### src/rtl/vga_pkg.sv
// Display geometry, word layout and arbiter state encoding shared by the
// VRAM scan-out path.
package vga_pkg;

   localparam int PIX_W   = 8;
   localparam int WORD_W  = 2 * PIX_W;
   localparam int HACTIVE = 480;
   localparam int VACTIVE = 272;
   localparam int ADDR_W  = 16;

   typedef enum logic [1:0] {
      S_IDLE = 2'd0,
      S_RUN  = 2'd1,
      S_HOLD = 2'd2
   } arb_state_t;

endpackage

### src/rtl/pix_fifo2.sv
// Two-entry word FIFO between the VRAM read port and the pixel serialiser.
// Flush is synchronous and overrides a push or pop in the same cycle.
module pix_fifo2
   import vga_pkg::*;
#(
   parameter int W = WORD_W
) (
   input  logic         clk,
   input  logic         rst_n,
   input  logic         flush,
   input  logic         push,
   input  logic         pop,
   input  logic [W-1:0] din,
   output logic [W-1:0] head,
   output logic [1:0]   count,
   output logic         empty
);

   logic [W-1:0] slot [2];
   logic         wr_ptr;
   logic         rd_ptr;
   logic         do_push;
   logic         do_pop;

   // A push into a full FIFO is only legal when the head leaves in the same cycle.
   assign do_pop  = pop && (count != 2'd0);
   assign do_push = push && ((count != 2'd2) || do_pop);
   assign empty   = (count == 2'd0);
   assign head    = slot[rd_ptr];

   always_ff @(posedge clk or negedge rst_n) begin
      if (!rst_n) begin
         wr_ptr <= 1'b0;
         rd_ptr <= 1'b0;
         count  <= 2'd0;
      end else if (flush) begin
         wr_ptr <= 1'b0;
         rd_ptr <= 1'b0;
         count  <= 2'd0;
      end else begin
         if (do_push) wr_ptr <= ~wr_ptr;
         if (do_pop)  rd_ptr <= ~rd_ptr;
         count <= count + 2'(do_push) - 2'(do_pop);
      end
   end

   always_ff @(posedge clk) begin
      if (do_push && !flush) slot[wr_ptr] <= din;
   end

endmodule

### src/rtl/vram_arbiter.sv
// Single-port VRAM arbiter: display prefetch (two words ahead) has absolute
// priority, the pixel writer takes every remaining cycle.
module vram_arbiter #(
   parameter int PIX_W   = vga_pkg::PIX_W,
   parameter int HACTIVE = vga_pkg::HACTIVE,
   parameter int VACTIVE = vga_pkg::VACTIVE,
   parameter int ADDR_W  = vga_pkg::ADDR_W
) (
   input  logic                 pxclk_i,
   input  logic                 rstn_i,
   input  logic                 frame_start_i,
   input  logic                 de_i,
   output logic [PIX_W-1:0]     pix_o,
   output logic                 pix_valid_o,
   output logic                 underrun_o,
   input  logic                 wr_valid_i,
   output logic                 wr_ready_o,
   input  logic [ADDR_W-1:0]    wr_addr_i,
   input  logic [2*PIX_W-1:0]   wr_data_i,
   output logic                 mem_en_o,
   output logic                 mem_we_o,
   output logic [ADDR_W-1:0]    mem_addr_o,
   output logic [2*PIX_W-1:0]   mem_wdata_o,
   input  logic [2*PIX_W-1:0]   mem_rdata_i
);

   localparam int                LINE_WORDS  = HACTIVE / 2;
   localparam int                POP_W       = $clog2(LINE_WORDS + 1);
   localparam int                LINE_W      = $clog2(VACTIVE + 1);
   localparam logic [ADDR_W-1:0] FRAME_WORDS = ADDR_W'(LINE_WORDS * VACTIVE);

   vga_pkg::arb_state_t state, state_next;

   logic [ADDR_W-1:0]  disp_addr;
   logic [POP_W-1:0]   pop_cnt;
   logic [LINE_W-1:0]  line_cnt;
   logic               rd_pending;
   logic               de_d;
   logic               phase;
   logic [2*PIX_W-1:0] fifo_head;
   logic [1:0]         fifo_count;
   logic               fifo_empty;
   logic [2:0]         occ_sum;
   logic               fetch_now;
   logic               cur_phase;
   logic               consume;
   logic               pop;
   logic               underrun_hit;
   logic               line_done;
   logic [PIX_W-1:0]   pix_next;

   pix_fifo2 #(.W(2 * PIX_W)) u_fifo (
      .clk   (pxclk_i),
      .rst_n (rstn_i),
      .flush (frame_start_i),
      .push  (rd_pending),
      .pop   (pop),
      .din   (mem_rdata_i),
      .head  (fifo_head),
      .count (fifo_count),
      .empty (fifo_empty)
   );

   always_comb begin
      occ_sum      = {1'b0, fifo_count} + {2'b00, rd_pending};
      fetch_now    = (state == vga_pkg::S_RUN) && (occ_sum < 3'd2) && (disp_addr < FRAME_WORDS);
      cur_phase    = (de_i && !de_d) ? 1'b0 : phase;
      consume      = de_i && !frame_start_i;
      pop          = consume && cur_phase && !fifo_empty;
      underrun_hit = consume && fifo_empty;
      line_done    = pop && (pop_cnt == POP_W'(LINE_WORDS - 1));

      pix_next = '0;
      if (consume && !fifo_empty)
         pix_next = cur_phase ? fifo_head[2*PIX_W-1:PIX_W] : fifo_head[PIX_W-1:0];

      wr_ready_o  = !fetch_now;
      mem_en_o    = fetch_now || (wr_valid_i && wr_ready_o);
      mem_we_o    = !fetch_now && wr_valid_i;
      mem_addr_o  = fetch_now ? disp_addr : wr_addr_i;
      mem_wdata_o = fetch_now ? '0 : wr_data_i;

      state_next = state;
      if (frame_start_i)
         state_next = vga_pkg::S_RUN;
      else if ((state == vga_pkg::S_RUN) && line_done && (line_cnt == LINE_W'(VACTIVE - 1)))
         state_next = vga_pkg::S_HOLD;
   end

   // A fetch issued in the frame_start cycle is never marked pending, so its data is dropped.
   always_ff @(posedge pxclk_i or negedge rstn_i) begin
      if (!rstn_i) begin
         state       <= vga_pkg::S_IDLE;
         disp_addr   <= '0;
         pop_cnt     <= '0;
         line_cnt    <= '0;
         rd_pending  <= 1'b0;
         de_d        <= 1'b0;
         phase       <= 1'b0;
         pix_o       <= '0;
         pix_valid_o <= 1'b0;
         underrun_o  <= 1'b0;
      end else begin
         state       <= state_next;
         de_d        <= de_i;
         pix_valid_o <= de_i;
         pix_o       <= pix_next;
         rd_pending  <= fetch_now && !frame_start_i;
         if (de_i) phase <= ~cur_phase;
         if (frame_start_i) begin
            disp_addr  <= '0;
            pop_cnt    <= '0;
            line_cnt   <= '0;
            underrun_o <= 1'b0;
         end else begin
            if (fetch_now) disp_addr <= disp_addr + ADDR_W'(1);
            if (line_done) begin
               pop_cnt  <= '0;
               line_cnt <= line_cnt + LINE_W'(1);
            end else if (pop) begin
               pop_cnt <= pop_cnt + POP_W'(1);
            end
            if (underrun_hit) underrun_o <= 1'b1;
         end
      end
   end

endmodule

### config.mk
export PLATFORM = sky130hd
export DESIGN_NAME = vram_arbiter
export DESIGN_NICKNAME = d
export VERILOG_FILES = /design/src/rtl/vga_pkg.sv /design/src/rtl/pix_fifo2.sv /design/src/rtl/vram_arbiter.sv
export SDC_FILE = /design/constraint.sdc
export NUM_CORES = 1
export LEC_CHECK = 0
export CELL_PAD_IN_SITES_DETAIL_PLACEMENT = 1
export CELL_PAD_IN_SITES_GLOBAL_PLACEMENT = 1
export CORE_UTILIZATION = 42
export CTS_CLUSTER_DIAMETER = 50
export DETAILED_ROUTE_END_ITERATION = 12
export GPL_TIMING_DRIVEN = 1
export PLACE_DENSITY = 0.83
export SLEW_MARGIN = 40
export SYNTH_ARGS = -nofsm -noshare
export SYNTH_HDL_FRONTEND = slang
export SYNTH_SLANG_ARGS = --single-unit
### constraint.sdc
create_clock -name pxclk_i -period 3.85 [get_ports pxclk_i]
set_input_delay 1.155 -clock pxclk_i [delete_from_list [all_inputs] [get_ports pxclk_i]]
set_output_delay 1.155 -clock pxclk_i [all_outputs]
set_load 0.05 [all_outputs]
==> qor.log, run 1 <==
[layout] net total in the final layout 490
[worst_hold_path] origin of the worst min-delay path underrun_o
[routing] DRT Wirelength 9580 um
[setup_path] data required time of the critical path 2690 ps
[synth] number of unique standard cell types used by synthesis 48
[floorplanning] effective utilization at floorplan 0.430
[routing] Residual DRC 0
[timing] RSZ-0062 raised after global routing false
[pwr] Leakage Power 2.10 nW
[clock_network] clk_lat worst skew 350 ps
[clock_network] hold buffer count at cts 0
[timing] final setup violation count 0
[floorplanning] Core Area 0.00920 mm2
[synth] main area contributors after synthesis sky130_fd_sc_hd__dfrtp_1 (32%), sky130_fd_sc_hd__edfxtp_1 (24%), sky130_fd_sc_hd__mux2_2 (4.6%), sky130_fd_sc_hd__mux4_2 (4.6%), sky130_fd_sc_hd__and2_1 (3.2%)
[setup_path] destination of the worst register-to-register timing path line_cnt[5]
[timing] relative slew slack 0.502
[timing] upper clock frequency limit 274 MHz
[setup_path] RR Startpoint pop_cnt[0]
[routing] per-cell routed wire length 17.4 um
[timing] total count of max-transition violations in the final report 0
[worst_hold_path] worst hold-check path type flop to flop
[clock_network] clock buffers created by TritonCTS 9
[floorplanning] I/O pin cnt 98
[setup_path] reg2reg setup slack 1650 ps
[timing] final hold violation count 0
[setup_path] largest fanout of any net on the critical path 20
[placed_design] GP Congestion 0.831
[floorplanning] Die Wd 99.0 um
[layout] number of inserted filler cells in the final layout 975
[synth] flip-flop cell with the highest count after synthesis sky130_fd_sc_hd__dfrtp_1
[setup_path] signal arrival time at the worst endpoint 2490 ps
[outcome] run status finished, final reports clean
[synth] number of flops mapped to enable cells by yosys 32
[routing] drt via density 5.56
[grt] antenna violations before repair 0
[clock_network] cell at the root of the clock tree sky130_fd_sc_hd__clkbuf_8
[synth] sequential element share of the synthesized area 0.566
[clock_network] clock sink total 83
[synth] synthesized area divided by synthesized cell count 11.8 um2
[pwr] largest vdd supply drop 0.245 mV
[floorplanning] height of the chip 99.0 um
[timing] aggregate negative setup slack 0 ps
[synth] synth warn 0
[timing] worst-margin pin slew 748 ps
[synth] Cell Area, Synth 0.00396 mm2
[run] max-cap violation count 0
[routing] violation count after the first detailed-route iteration 85
[clock_network] clock input transition at the sequential cells of the worst setup and hold paths 90 ps
[layout] share of post-route cells with drive strength above 1 0.208
[clock_network] total setup buffers inserted after CTS 0
[synth] post-synthesis cell count 334
[grt] number of global-route vias before repair 3309
[grt] pin count of the biggest net entering global routing 33
[clock_network] clock tree from TritonCTS built
[layout] Area Growth Syn to Fin 31.8%
[setup_path] Worst Setup Start Kind flop
[routing] final antenna-violating net count 0
[grt] GRT Total Usage 0.211
[routing] number of vias in the routed layout 3053
[pwr] power per standard cell area 577 mW/mm2
[worst_hold_path] worst hold path stage count 2
[floorplanning] area of the die 0.00981 mm2
[synth] most repeated cell in the gate-level netlist after synthesis sky130_fd_sc_hd__dfrtp_1
[grt] first-pass GRT wire length 16100 um
[timing] Worst Skew 11.1 ps
[clock_network] number of instances resized during post-cts repair 0
[synth] count of state elements after synthesis 83
[synth] biggest area consumer among synthesized cells sky130_fd_sc_hd__dfrtp_1
[setup_path] start-to-end type of the worst setup path flop to output pin
[setup_path] crit end category output pin
[clock_network] number of H-tree branching levels 3
[layout] number of diodes 0
[synth] asr flop ratio synth 0.614
[pwr] Pwr Total 3.01 mW
[synth] Synth top area share 0.323
[worst_hold_path] terminating pin of the worst hold path underrun_o
[grt] total overflow reported by the global router 0
[routing] DR pass1 iterations 4
[placed_design] HPWL Detailed 6900 um
[floorplanning] standard-cell row count 35
[synth] post-synth net total 391
[clock_network] clock buffer depth 2
[timing] post-route fraction of the period consumed by the critical path 0.947
[setup_path] length in cells of the worst reg-to-reg path 5
[timing] final worst path period need 3640 ps
[synth] top post-synthesis cells by count sky130_fd_sc_hd__dfrtp_1 (51), sky130_fd_sc_hd__edfxtp_1 (32), sky130_fd_sc_hd__a21oi_1 (24), sky130_fd_sc_hd__nand2_1 (24), sky130_fd_sc_hd__and2_1 (20)
[layout] Final Core Density 0.567
[placed_design] Port Buffers 97
-- placed cells by master (no fill, tap or decap), drive strengths merged, types with 14 or more instances in the layout --
master	synthesis	routed
nor2	14	14
mux2	16	16
nand2	24	24
edfxtp	32	32
a21oi	24	24
dfrtp	51	51
buf	9	42
o21ai	17	17
and2	20	20
clkdlybuf4s50	0	62
-- kinds of logic after synthesis --
family                   Yosys count  share of synthesized area
flip-flops                        83                      0.566
AND/OR/NAND/NOR                  131                      0.190
buffers and inverters             24                     0.0269
multiplexers                      25                     0.0936
AO/OA/AOI/OAI                     59                     0.0933
XOR/XNOR                           8                     0.0177
adder cells (fa/ha/maj)            4                     0.0127
-- where the power goes --
| part | switching (mW) | internal [mW] |
|---|---|---|
| Combinational | 0.782 | 0.443 |
| Sequential | 0.0634 | 1.01 |
| Clock | 0.335 | 0.378 |
-- metrics by stage --
stage                     cells  cell area (um2)  hold WS, ps  setup slack [ps]
after floorplan             334             3960          491               280
after CTS                   549             5210          506               197
after global placement      533             4980          479               658
after global routing        549             5210          529               119
after detailed placement    533             4980          482               568
final                       549             5210          499               205
-- metal layers --
metal	up-vias	GRT usage	routed length, um
li1	1444	-	-
met1	1522	0.252	3930
met2	76	0.383	5110
met3	11	0.0348	388
met4	0	0.0723	147
met5	-	0	0
-- cell type report --
type / instances / area (um2) / area share
multi-input cells: 227 / 1630 / 0.313
inverters: 8 / 30.0 / 0.00576
flip-flops and latches: 83 / 2240 / 0.429
repair buffers: 104 / 946 / 0.181
clock inverters: 7 / 108 / 0.0206
clock buffers: 9 / 124 / 0.0238
well taps: 111 / 139 / 0.0266
-- worst max-delay path by stage --
stage               startpoint             end  slack, ps
2_1_floorplan  u_fifo.count[1]  mem_addr_o[15]        280
3_3_place_gp     disp_addr[12]      wr_ready_o        660
3_5_place_dp              de_i     line_cnt[5]        570
4_1_cts           disp_addr[9]      wr_ready_o        200
5_1_grt          disp_addr[13]      wr_ready_o        120
6_report         disp_addr[12]      wr_ready_o        210
-- sequential cells by signal, summed over array words and instances (netlist names) --
signal / cells
underrun_o: 1
u_fifo.count: 2
u_fifo.wr_ptr: 1
u_fifo.slot: 32
pix_o: 8
phase: 1
line_cnt: 9
de_d: 1
u_fifo.rd_ptr: 1
state: 2
pop_cnt: 8
rd_pending: 1
disp_addr: 16
-- worst max-delay path: stages, from the launching register on --
cell and delay [ps]:
sky130_fd_sc_hd__dfrtp_1 460, sky130_fd_sc_hd__nand4_1 230, sky130_fd_sc_hd__o211ai_4 540, sky130_fd_sc_hd__clkdlybuf4s50_1 920
Note: power is estimated with default switching activity, not from simulation.
==> run 2, diff against run 1 <==
ABC_AREA = 1   (was default)
CORE_UTILIZATION = 40   (was 42)
PLACE_DENSITY = 0.82   (was 0.83)
==> run 2 against run 1 <==
  * Clock power down 9.5%
  * Critical path type unchanged
  * Largest cell class unchanged
  * Clock-buffer cell count unchanged
  * Routed wire length grew 20%
==> qor.log, run 2 <==
[grt] number of global-route vias before repair 4053 [+22%]
[clock_network] clock buffers created by TritonCTS 9 [unchanged]
[grt] antenna violations before repair 0 [unchanged]
[setup_path] destination of the worst register-to-register timing path line_cnt[5]
[layout] number of diodes 0 [unchanged]
[placed_design] HPWL Detailed 8690 um [+26%]
[synth] post-synthesis cell count 498 [+49%]
[placed_design] Port Buffers 97 [unchanged]
[routing] DRT met1 WL 4870 um [+24%]
[layout] biggest regs u_fifo.slot x32, disp_addr x16, line_cnt x9
[pwr] power per standard cell area 505 mW/mm2 [-12%]
[pwr] switching component of the power 1.18 mW [+0.22%]
[layout] max reg flops 32 [unchanged]
[floorplanning] Die Wd 105 um [+6.3%]
[worst_hold_path] origin of the worst min-delay path state[1]
[routing] final antenna-violating net count 0 [unchanged]
[worst_hold_path] terminating pin of the worst hold path state[1]
[setup_path] reg2reg setup slack 1890 ps [+240 ps]
[clock_network] clock sink total 83 [unchanged]
[pwr] proportion of power drawn by combinational gates 0.399 [-0.008]
[clock_network] number of H-tree branching levels 3 [unchanged]
[timing] post-route fraction of the period consumed by the critical path 0.867 [-0.0800]
[outcome] run status finished, final reports clean
[clock_network] number of instances resized during post-cts repair 0 [unchanged]
[clock_network] clk_lat worst skew 380 ps [+30 ps]
[routing] violation count after the first detailed-route iteration 145 [+71%]
[layout] Final Non-Filler Cells 741 [+35%]
[pwr] cell-internal power 1.68 mW [-8.0%]
[layout] most frequent cells in the layout sky130_fd_sc_hd__nand2_1 (113), sky130_fd_sc_hd__nor2_1 (67), sky130_fd_sc_hd__inv_1 (64), sky130_fd_sc_hd__clkdlybuf4s50_1 (62), sky130_fd_sc_hd__dfrtp_1 (51)
[layout] share of post-route cells with drive strength above 1 0.140 [-0.0673]
[setup_path] data required time of the critical path 2690 ps [about the same]
[timing] final hold violation count 0 [unchanged]
[timing] total count of max-transition violations in the final report 0 [unchanged]
[pwr] largest vdd supply drop 0.332 mV [+36%]
[clock_network] total setup buffers inserted after CTS 0 [unchanged]
[clock_network] cell at the root of the clock tree sky130_fd_sc_hd__clkbuf_8
[synth] asr flop ratio synth 0.614 [unchanged]
[timing] upper clock frequency limit 300 MHz [+9.2%]
[pwr] clock network power share 0.225 [-0.012]
[placed_design] instance area after placement 0.00547 mm2 [+9.8%]
[routing] routed wl met2 5730 um [+12%]
[setup_path] highest cell delay on the worst timing path 430 ps [-490 ps]
[synth] main area contributors after synthesis sky130_fd_sc_hd__dfrtp_1 (30%), sky130_fd_sc_hd__edfxtp_1 (23%), sky130_fd_sc_hd__nand2_1 (9.9%), sky130_fd_sc_hd__nor2_1 (5.9%), sky130_fd_sc_hd__inv_1 (5.6%)
[placed_design] Cells after DPL 725 [+36%]
[grt] total overflow reported by the global router 0 [unchanged]
[placed_design] GP Congestion 0.813 [-2.1%]
[synth] most repeated cell in the gate-level netlist after synthesis sky130_fd_sc_hd__nand2_1
[setup_path] critical path cell sequence inv_1 -> nand2_1 -> nor2_1 -> nand2_4 -> buf_4 -> o21ai_0 -> buf_12
[setup_path] signal arrival time at the worst endpoint 2180 ps [-310 ps]
[clock_network] clock tree from TritonCTS built
[routing] drt via density 5.04 [-9.4%]
[routing] topmost layer with routed signal wires met4
[routing] DRT Wirelength 11500 um [+20%]
[synth] synth warn 0 [unchanged]
[synth] biggest area consumer among synthesized cells sky130_fd_sc_hd__dfrtp_1
[floorplanning] height of the chip 105 um [+6.3%]
[setup_path] Critical path buffers and inverters 3 [+2]
[clock_network] hold buffer count at cts 0 [unchanged]
[setup_path] cell with the largest stage delay on the worst path sky130_fd_sc_hd__dfrtp_1
[layout] area of all placed cells without fillers 0.00567 mm2 [+8.8%]
[pwr] Leakage Power 2.48 nW [+18%]
[floorplanning] area of the die 0.0111 mm2 [+13%]
[timing] relative slew slack 0.469 [-0.0321]
[synth] top post-synthesis cells by count sky130_fd_sc_hd__nand2_1 (113), sky130_fd_sc_hd__nor2_1 (67), sky130_fd_sc_hd__inv_1 (64)
[routing] Residual DRC 0 [unchanged]
[timing] Setup WS post-layout 513 ps [+308 ps]
[timing] RSZ-0062 raised after global routing false
[grt] GRT Total Usage 0.219 [+0.00859]
[setup_path] Worst Setup Start Kind flop
[routing] met3 wire len 638 um [+64%]
[layout] Area Growth Syn to Fin 33.0%
[synth] count of state elements after synthesis 83 [unchanged]
[setup_path] start-to-end type of the worst setup path flop to output pin
[floorplanning] effective utilization at floorplan 0.413 [-0.0169]
[floorplanning] Core Area 0.0103 mm2 [+12%]
[setup_path] cell type group with the largest total delay on the critical path buffers and inverters
[clock_network] clock buffer depth 2 [unchanged]
[floorplanning] I/O pin cnt 98 [unchanged]
[setup_path] length in cells of the worst reg-to-reg path 8 [+3]
[setup_path] largest fanout of any net on the critical path 31 [+55%]
[pwr] Sw Share 0.413 [+0.0207]
[synth] post-synth net total 555 [+42%]
[timing] final setup violation count 0 [unchanged]
[run] max-cap violation count 0 [unchanged]
[synth] Cell Area, Synth 0.00427 mm2 [+7.8%]
[timing] aggregate negative setup slack 0 ps [unchanged]
[synth] flip-flop cell with the highest count after synthesis sky130_fd_sc_hd__dfrtp_1
[worst_hold_path] worst hold-check path type flop to flop
[routing] number of vias in the routed layout 3734 [+22%]
[floorplanning] standard-cell row count 37 [+5.7%]
[grt] pin count of the biggest net entering global routing 32 [-3.0%]
[routing] per-cell routed wire length 15.5 um [-11%]
[synth] Synth top area share 0.299 [-0.0235]
[grt] first-pass GRT wire length 19100 um [+18%]
[synth] number of flops mapped to enable cells by yosys 32 [unchanged]
[layout] Reg with most FFs u_fifo.slot
[pwr] Pwr Total 2.87 mW [-4.8%]
[synth] synthesized area divided by synthesized cell count 8.56 um2 [-28%]
[setup_path] crit end category output pin
[layout] net total in the final layout 657 [+34%]
[synth] number of unique standard cell types used by synthesis 32 [-33%]
[timing] worst-margin pin slew 796 ps [+48.2 ps]
[synth] sequential element share of the synthesized area 0.524 [-0.0411]
[pwr] part of the total power dissipated in sequential elements 0.376 [+0.020]
[layout] leading cell type in the layout, fill and taps excluded sky130_fd_sc_hd__nand2_1
[timing] Worst Skew 13.7 ps [+2.66 ps]
[clock_network] clock input transition at the sequential cells of the worst setup and hold paths 100 ps [about the same]
[routing] DR pass1 iterations 4 [unchanged]
[timing] final worst path period need 3340 ps [-308 ps]
[worst_hold_path] worst hold path stage count 2 [unchanged]
[setup_path] RR Startpoint pop_cnt[0]
[placed_design] pre-CTS worst setup slack 643 ps [+75.0 ps]
run 2: power by group through the flow:
stage | clock network, mW | registers, mW | logic (mW)
floorplan | 0 | 1.09 | 0.708
global placement | 0 | 1.09 | 1.12
detailed placement | 0 | 1.10 | 1.15
CTS | 0.661 | 1.08 | 1.15
global route | 0.692 | 1.09 | 1.22
finish | 0.645 | 1.08 | 1.14
run 2: layout make-up:
cell class	instances	area, um2
clock buffers	9	124
fillers	1223	4650
well taps	136	170
repair buffers	105	1120
clock inverters	7	76.3
inverters	67	251
flip-flops and latches	83	2240
multi-input cells	334	1700
run 2: routing by layer:
metal | vias to the layer above | global-route usage
li1 | 1813 | -
met1 | 1780 | 0.260
met2 | 122 | 0.390
met3 | 19 | 0.0451
met4 | 0 | 0.0825
met5 | - | 0
run 2: worst min-delay path: stages, from the launching register on:
cell and delay [ps]:
sky130_fd_sc_hd__dfrtp_1 360, sky130_fd_sc_hd__nor2_1 50, sky130_fd_sc_hd__nor2_1 70
run 2: logic make-up after synthesis:
family                   count (synthesis)  synth area share
multiplexers                            16            0.0399
flip-flops                              83             0.524
AND/OR/NAND/NOR                        242             0.249
AO/OA/AOI/OAI                           66            0.0845
buffers and inverters                   81            0.0777
adder cells (fa/ha/maj)                  4            0.0117
XOR/XNOR                                 6            0.0123
run 2: worst max-delay path by stage:
| stage | startpoint | to | slack (ps) | cells after the start |
|---|---|---|---|---|
| after CTS | u_fifo.count[1] | mem_addr_o[6] | 500 | 7 |
| after floorplan | u_fifo.count[1] | mem_addr_o[10] | 550 | 6 |
| final | u_fifo.count[1] | mem_addr_o[0] | 510 | 7 |
| after global placement | wr_data_i[4] | mem_wdata_o[4] | 680 | 4 |
| after global routing | u_fifo.count[1] | mem_addr_o[6] | 310 | 7 |
| after detailed placement | de_i | u_fifo.slot[0][10] | 640 | 10 |
run 2: through the flow:
stage	utilization	hold WS (ps)
floorplan	-	464
global placement	0.530	480
detailed placement	0.530	491
CTS	0.549	515
global route	0.549	543
finish	0.549	510
==> run 3, diff against run 2 <==
HOLD_SLACK_MARGIN = 0.02   (was default)
==> results of run 3 <==
Final layout, timing and power as in run 2 (identical DEF).
